`src/rtl/dcache_pkg.sv`:
```
// rtl/dcache_pkg.sv - shared widths, line geometry and controller state encoding for dcache
package dcache_pkg;
  localparam int OFF_W      = 2;
  localparam int IDX_W      = 3;
  localparam int TAG_W      = 3;
  localparam int BLK_W      = TAG_W + IDX_W;
  localparam int N_LINES    = 1 << IDX_W;
  localparam int LINE_BYTES = 1 << OFF_W;
  localparam int LINE_W     = 8 * LINE_BYTES;

  typedef enum logic [1:0] {
    ST_IDLE      = 2'd0,
    ST_WRITEBACK = 2'd1,
    ST_FETCH     = 2'd2
  } state_e;
endpackage

```
`src/rtl/dcache_ctrl.sv`:
```
// rtl/dcache_ctrl.sv - miss-handling FSM and data-memory handshake for dcache
module dcache_ctrl
  import dcache_pkg::*;
(
  input  logic clk,
  input  logic rst_n,
  input  logic req,
  input  logic hit,
  input  logic victim_dirty,
  input  logic mem_busywait,
  output logic busy,
  output logic hit_done,
  output logic fill,
  output logic mem_read,
  output logic mem_write
);
  state_e state_q, state_d;
  logic   ack_q, ack_d;

  always_ff @(posedge clk) begin
    if (!rst_n) begin
      state_q <= ST_IDLE;
      ack_q   <= 1'b0;
    end else begin
      state_q <= state_d;
      ack_q   <= ack_d;
    end
  end

  // ack_q marks the cycle after a hit completes so a held request is not served twice
  always_comb begin
    state_d   = state_q;
    hit_done  = 1'b0;
    fill      = 1'b0;
    mem_read  = 1'b0;
    mem_write = 1'b0;
    case (state_q)
      ST_IDLE: begin
        if (req && !ack_q) begin
          if (hit) hit_done = 1'b1;
          else     state_d  = victim_dirty ? ST_WRITEBACK : ST_FETCH;
        end
      end
      ST_WRITEBACK: begin
        mem_write = 1'b1;
        if (!mem_busywait) state_d = ST_FETCH;
      end
      ST_FETCH: begin
        mem_read = 1'b1;
        if (!mem_busywait) begin
          fill    = 1'b1;
          state_d = ST_IDLE;
        end
      end
      default: state_d = ST_IDLE;
    endcase
    ack_d = hit_done;
    busy  = req && !ack_q;
  end
endmodule

```
`src/rtl/dcache.sv`:
```
// rtl/dcache.sv - direct-mapped write-back data cache; DCACHE_STATS_EN adds hit/miss counters
module dcache
  import dcache_pkg::*;
(
  input  logic              CLK,
  input  logic              RESET,
  input  logic              READ,
  input  logic              WRITE,
  input  logic [7:0]        ADDRESS,
  input  logic [7:0]        WRITEDATA,
  output logic [7:0]        READDATA,
  output logic              BUSYWAIT,
  output logic              mem_read,
  output logic              mem_write,
  output logic [BLK_W-1:0]  mem_address,
  output logic [LINE_W-1:0] mem_writedata,
  input  logic [LINE_W-1:0] mem_readdata,
  input  logic              mem_busywait
`ifdef DCACHE_STATS_EN
  ,
  output logic [15:0]       hit_count,
  output logic [15:0]       miss_count
`endif
);
  logic [TAG_W-1:0]  a_tag;
  logic [IDX_W-1:0]  a_idx;
  logic [OFF_W-1:0]  a_off;
  logic [N_LINES-1:0] valid_q, valid_d, dirty_q, dirty_d;
  logic [TAG_W-1:0]  tag_q  [N_LINES];
  logic [TAG_W-1:0]  tag_d  [N_LINES];
  logic [LINE_W-1:0] data_q [N_LINES];
  logic [LINE_W-1:0] data_d [N_LINES];
  logic hit, busy, hit_done, fill;

  assign a_off = ADDRESS[OFF_W-1:0];
  assign a_idx = ADDRESS[OFF_W +: IDX_W];
  assign a_tag = ADDRESS[OFF_W+IDX_W +: TAG_W];
  assign hit   = valid_q[a_idx] && (tag_q[a_idx] == a_tag);

  dcache_ctrl u_ctrl (
    .clk          (CLK),
    .rst_n        (RESET),
    .req          (READ || WRITE),
    .hit          (hit),
    .victim_dirty (valid_q[a_idx] && dirty_q[a_idx]),
    .mem_busywait (mem_busywait),
    .busy         (busy),
    .hit_done     (hit_done),
    .fill         (fill),
    .mem_read     (mem_read),
    .mem_write    (mem_write)
  );

  assign BUSYWAIT      = RESET && busy;
  assign READDATA      = (RESET && hit) ? data_q[a_idx][{a_off, 3'b000} +: 8] : 8'h00;
  assign mem_writedata = data_q[a_idx];
  assign mem_address   = mem_write ? {tag_q[a_idx], a_idx} : ADDRESS[7:OFF_W];

  // WRITE wins when both strobes are high; a plain read changes nothing
  always_comb begin
    valid_d = valid_q;
    dirty_d = dirty_q;
    tag_d   = tag_q;
    data_d  = data_q;
    if (fill) begin
      valid_d[a_idx] = 1'b1;
      dirty_d[a_idx] = 1'b0;
      tag_d[a_idx]   = a_tag;
      data_d[a_idx]  = mem_readdata;
    end
    if (hit_done && WRITE) begin
      data_d[a_idx][{a_off, 3'b000} +: 8] = WRITEDATA;
      dirty_d[a_idx]                      = 1'b1;
    end
  end

  always_ff @(posedge CLK) begin
    if (!RESET) begin
      valid_q <= '0;
      dirty_q <= '0;
    end else begin
      valid_q <= valid_d;
      dirty_q <= dirty_d;
      tag_q   <= tag_d;
      data_q  <= data_d;
    end
  end

`ifdef DCACHE_STATS_EN
  logic [15:0] hit_count_q, hit_count_d, miss_count_q, miss_count_d;
  logic        miss_pend_q, miss_pend_d;

  // a miss is scored on its closing hit so abandoned fills never count
  always_comb begin
    hit_count_d  = hit_count_q;
    miss_count_d = miss_count_q;
    miss_pend_d  = miss_pend_q;
    if (fill) miss_pend_d = 1'b1;
    if (hit_done) begin
      miss_pend_d = 1'b0;
      if (miss_pend_q) begin
        if (miss_count_q != 16'hFFFF) miss_count_d = miss_count_q + 16'd1;
      end else if (hit_count_q != 16'hFFFF) begin
        hit_count_d = hit_count_q + 16'd1;
      end
    end
  end

  always_ff @(posedge CLK) begin
    if (!RESET) begin
      hit_count_q  <= '0;
      miss_count_q <= '0;
      miss_pend_q  <= 1'b0;
    end else begin
      hit_count_q  <= hit_count_d;
      miss_count_q <= miss_count_d;
      miss_pend_q  <= miss_pend_d;
    end
  end

  assign hit_count  = hit_count_q;
  assign miss_count = miss_count_q;
`endif
endmodule

```
`config.mk`:
```
export PLATFORM = sky130hd
export DESIGN_NAME = dcache
export DESIGN_NICKNAME = d
export VERILOG_FILES = /design/src/rtl/dcache_pkg.sv /design/src/rtl/dcache_ctrl.sv /design/src/rtl/dcache.sv
export SDC_FILE = /design/constraint.sdc
export NUM_CORES = 1
export LEC_CHECK = 0
export BUFFER_PORTS_ARGS = -buffer_cell sky130_fd_sc_hd__buf_2
export CAP_MARGIN = 20
export CELL_PAD_IN_SITES_DETAIL_PLACEMENT = 0
export CELL_PAD_IN_SITES_GLOBAL_PLACEMENT = 1
export CORE_UTILIZATION = 53
export CTS_BUF_LIST = sky130_fd_sc_hd__clkbuf_4
export CTS_CLUSTER_SIZE = 24
export DETAILED_ROUTE_END_ITERATION = 8
export PLACE_DENSITY_LB_ADDON = 0.1
export SLEW_MARGIN = 20
export SYNTH_ARGS = -nofsm -noshare
export SYNTH_HDL_FRONTEND = slang
export SYNTH_SLANG_ARGS = --single-unit
```
`constraint.sdc`:
```
create_clock -name CLK -period 3.2 [get_ports CLK]
set_input_delay 0.48 -clock CLK [delete_from_list [all_inputs] [get_ports CLK]]
set_output_delay 0.48 -clock CLK [all_outputs]
set_load 0.005 [all_outputs]
```
==> reports/qor.csv <==
stage,metric,value,unit
global_route,global-route wire length before repair,89800,um
synthesis,most frequent cell after synthesis,mux2i_1,
timing,"Slew Viols, Final",0,
worst_hold_path,hold crit path type,input port to flip-flop,
status,status,"finished, violations left",
floorplan,starting density of the core,53.9,%
synthesis,Post-Syn Instances,1446,
worst_setup_path,worst endpoint data arrival time,2.88,ns
worst_setup_path,CP Launch Type,flip-flop,
synthesis,syn avg cell area,12.9,um2
timing,final hold vios,0,
clocking,total CTS buffers,83,
power_and_ir_drop,Comb pwr share,15.7,%
synthesis,dominant cell type by area after synthesis,edfxtp_1,
worst_setup_path,Top delay family on crit path,simple AND/OR/NAND/NOR gates,
worst_setup_path,slowest CP cell,or3_4,
synthesis,top post-synthesis cells by area,"edfxtp_1 45%, mux2i_1 29%, nor4_4 3.8%",
place,Detail Placement HPWL,39800,um
cells_and_area,Reg area,8790,um2
cells_and_area,Final Non-Filler Cells,2179,
global_route,vias in the first global route,13818,
global_route,antenna violations before repair,4,
flow_run,Maximum Capacitance Violations,0,
worst_setup_path,Setup crit end kind,output pin,
cells_and_area,Finished Cell Area,21700,um2
synthesis,Synth top area share,45.1,%
floorplan,CORE AREA,34500,um2
synthesis,leading cell types by count after synthesis,"546 x mux2i_1, 280 x edfxtp_1, 100 x nand2_1",
worst_setup_path,Worst Path Buf+Inv,2,
clocking,Clock Path Buffers,3,
floorplan,# IOs,102,
cells_and_area,Layout area overhead,16.7,%
power_and_ir_drop,sequential share of power,47.6,%
power_and_ir_drop,Worst VDD drop,392,uV
place,post-placement cell area,20400,um2
clocking,CTS tree,yes,
routing,post-route DRC violation count,0,
worst_setup_path,CP Max Fanout,6,
power_and_ir_drop,switching share of power,28.0,%
power_and_ir_drop,Sw Pwr,2.74,mW
clocking,clk_lat worst skew,0.80,ns
floorplan,Die W,189,um
routing,DRT iter0 DRCs,1345,
worst_setup_path,Slowest Stage Delay on Critical Path,0.49,ns
synthesis,async set or reset register ratio after synthesis,0,%
timing,minimum clock period,3.36,ns
timing,Finish-stage setup viols,8,
routing,vias per cell,6.43,
synthesis,post-synthesis sequential area ratio,47.2,%
power_and_ir_drop,P_int,7.03,mW
global_route,GR Overflow Total,0,
status,failing checks,setup timing,
place,final RePlAce weighted congestion,0.914,
cells_and_area,Multi-input gate area,9280,um2
clocking,Root Buffer,clkbuf_4,
power_and_ir_drop,PD cells,449,nW/um2
synthesis,YS warnings,0,
global_route,largest net degree at the start of global routing,127,
clocking,TritonCTS Sinks,299,
timing,worst setup margin,-0.164,ns
clocking,CTS H-tree lvls,3,
routing,DRT Wirelength,61000,um
place,pre-CTS WS,-0.254,ns
floorplan,Die H,189,um
routing,Via Count,14014,
worst_setup_path,Crit Path Class,flip-flop to output pin,
worst_setup_path,Worst EP required,2.72,ns
timing,slew at the pin with the worst max-slew slack,1.14,ns
routing,First-pass DRT Iterations,5,
power_and_ir_drop,clock network power share,36.7,%
timing,Hold WS,0.0505,ns
timing,Achievable Freq,297,MHz
synthesis,syn nets,1503,
synthesis,"flops & latches, synth",299,
timing,Final Skew,0.0428,ns
synthesis,Post-Syn Area,18600,um2
floorplan,Die ar.,35900,um2
routing,wire per inst,28.0,um
place,number of port buffers,101,
worst_setup_path,sequence of cells on the critical path,"mux2i_1, o22a_1, a21o_1, nand4b_1, or3_4, nor4_4, buf_4, buf_6",
synthesis,top_reg_cell synth,edfxtp_1,
floorplan,FP Rows,68,
cells_and_area,FILL cells,2829,
place,Placed Cells,2024,
timing,crit share post-route,105,%
routing,DRT antenna net count,0,
cells_and_area,nets,1719,
power_and_ir_drop,Static Leak,8.25,nW
timing,Worst slew margin,23.3,%
timing,RSZ-0062 raised after global routing,yes,
synthesis,synth unique cells,69,
cells_and_area,share of cells above drive strength 1,29.5,%
global_route,GRT Resource Usage Total,34.2,%
synthesis,"EDFF count, synth",280,
clocking,clk slew on worst S/H paths,0.07,ns
## state kept, by name, indices dropped and copies added (netlist names)
name and cells:
data_q 256, dirty_q 8, tag_q 24, u_ctrl.ack_q 1
u_ctrl.state_q 2, valid_q 8
## worst reg2reg max path, stage by stage (launching register included)
cell,delay (ns)
edfxtp_1,0.37
mux2i_1,0.19
o22a_1,0.20
a21o_1,0.12
nand4b_1,0.24
buf_4,0.24
buf_4,0.14
buf_12,0.19
nor4_4,0.96
mux2i_1,0.23
## layout by cell type (no fill, tap or decap), types with 8 or more instances in the layout
cell type / count
mux2_2: 41
a221o_1: 8
nor2_1: 42
edfxtp_1: 280
nor4_4: 34
inv_1: 11
a22oi_1: 31
o21ai_0: 12
o22ai_1: 23
buf_2: 90
dfxtp_1: 19
clkbuf_4: 120
nand2_1: 97
a221oi_1: 24
mux2i_1: 546
buf_6: 9
nand3_1: 8
a21oi_1: 18
buf_4: 133
nor2b_1: 8
buf_12: 20
o221ai_1: 8
clkinv_1: 14
## worst paths after layout
check                                             start  slack [ns]  depth (start not counted)                 endpoint
worst max-delay path                tag_q[18]$_DFFE_PP_       -0.16                          8              READDATA[1]
worst max register to register      tag_q[18]$_DFFE_PP_        0.01                          9    data_q[188]$_DFFE_PP_
worst min register to register  valid_q[3]$_SDFFE_PN0P_        0.45                          2  valid_q[3]$_SDFFE_PN0P_
worst min-delay path                         ADDRESS[5]        0.05                          1      tag_q[18]$_DFFE_PP_
## through the flow
step                      TNS, ns  utilization, %  total power, mW
after floorplan                 0               -             5.53
after global placement      -8.75            59.1             6.16
after detailed placement   -13.62            59.1             6.19
after CTS                   -1.32            62.7             9.78
after global routing        -1.66            62.9             10.1
final                      -0.984            62.9             9.77
## logic make-up (layout without fill, tap and decap cells)
kind of cell,count (synthesis),after routing,share of synthesized area (%)
muxes,598,598,33.0
DFF,299,299,47.2
and+or+nand+nor,244,244,9.06
AOI/OAI and AO/OA,162,162,6.48
buffers and inverters,138,412,3.95
adders and majority gates,4,4,0.269
xor gates and xnor gates,1,1,0.0873
other,0,4,0
## repair_timing
action                     CTS  global route
hold buffers                 2             0
setup endpoints to repair    8             9
gates resized for setup     20            12
pin swaps                   13             3
cloned                       0             0
hold endpoints to repair     6             0
setup buffers                4             3
## final cells by class
class	count	share of cell area [%]
Antenna cell	4	0.0460
Clock buffer	120	4.14
Clock inverter	23	0.696
Timing Repair Buffer	255	9.13
Tap cell	455	2.62
Sequential cell	299	40.4
Multi-Input combinational cell	1009	42.7
Inverter	14	0.242
## power groups by stage
stage	clock network [mW]	logic, mW	registers [mW]
final	3.58	1.54	4.65
after floorplan	0	0.845	4.69
after detailed placement	0	1.47	4.72
after global routing	3.82	1.62	4.67
after CTS	3.64	1.49	4.64
after global placement	0	1.45	4.72
## layer usage
layer	GRT usage, %	routed length (um)	up-vias
met2	50.8	27000	744
met3	8.43	5720	134
met5	0	9	-
met4	13.9	2240	2
met1	47.7	26100	6993
li1	-	-	6141
Power figures use the tool's default switching activity.
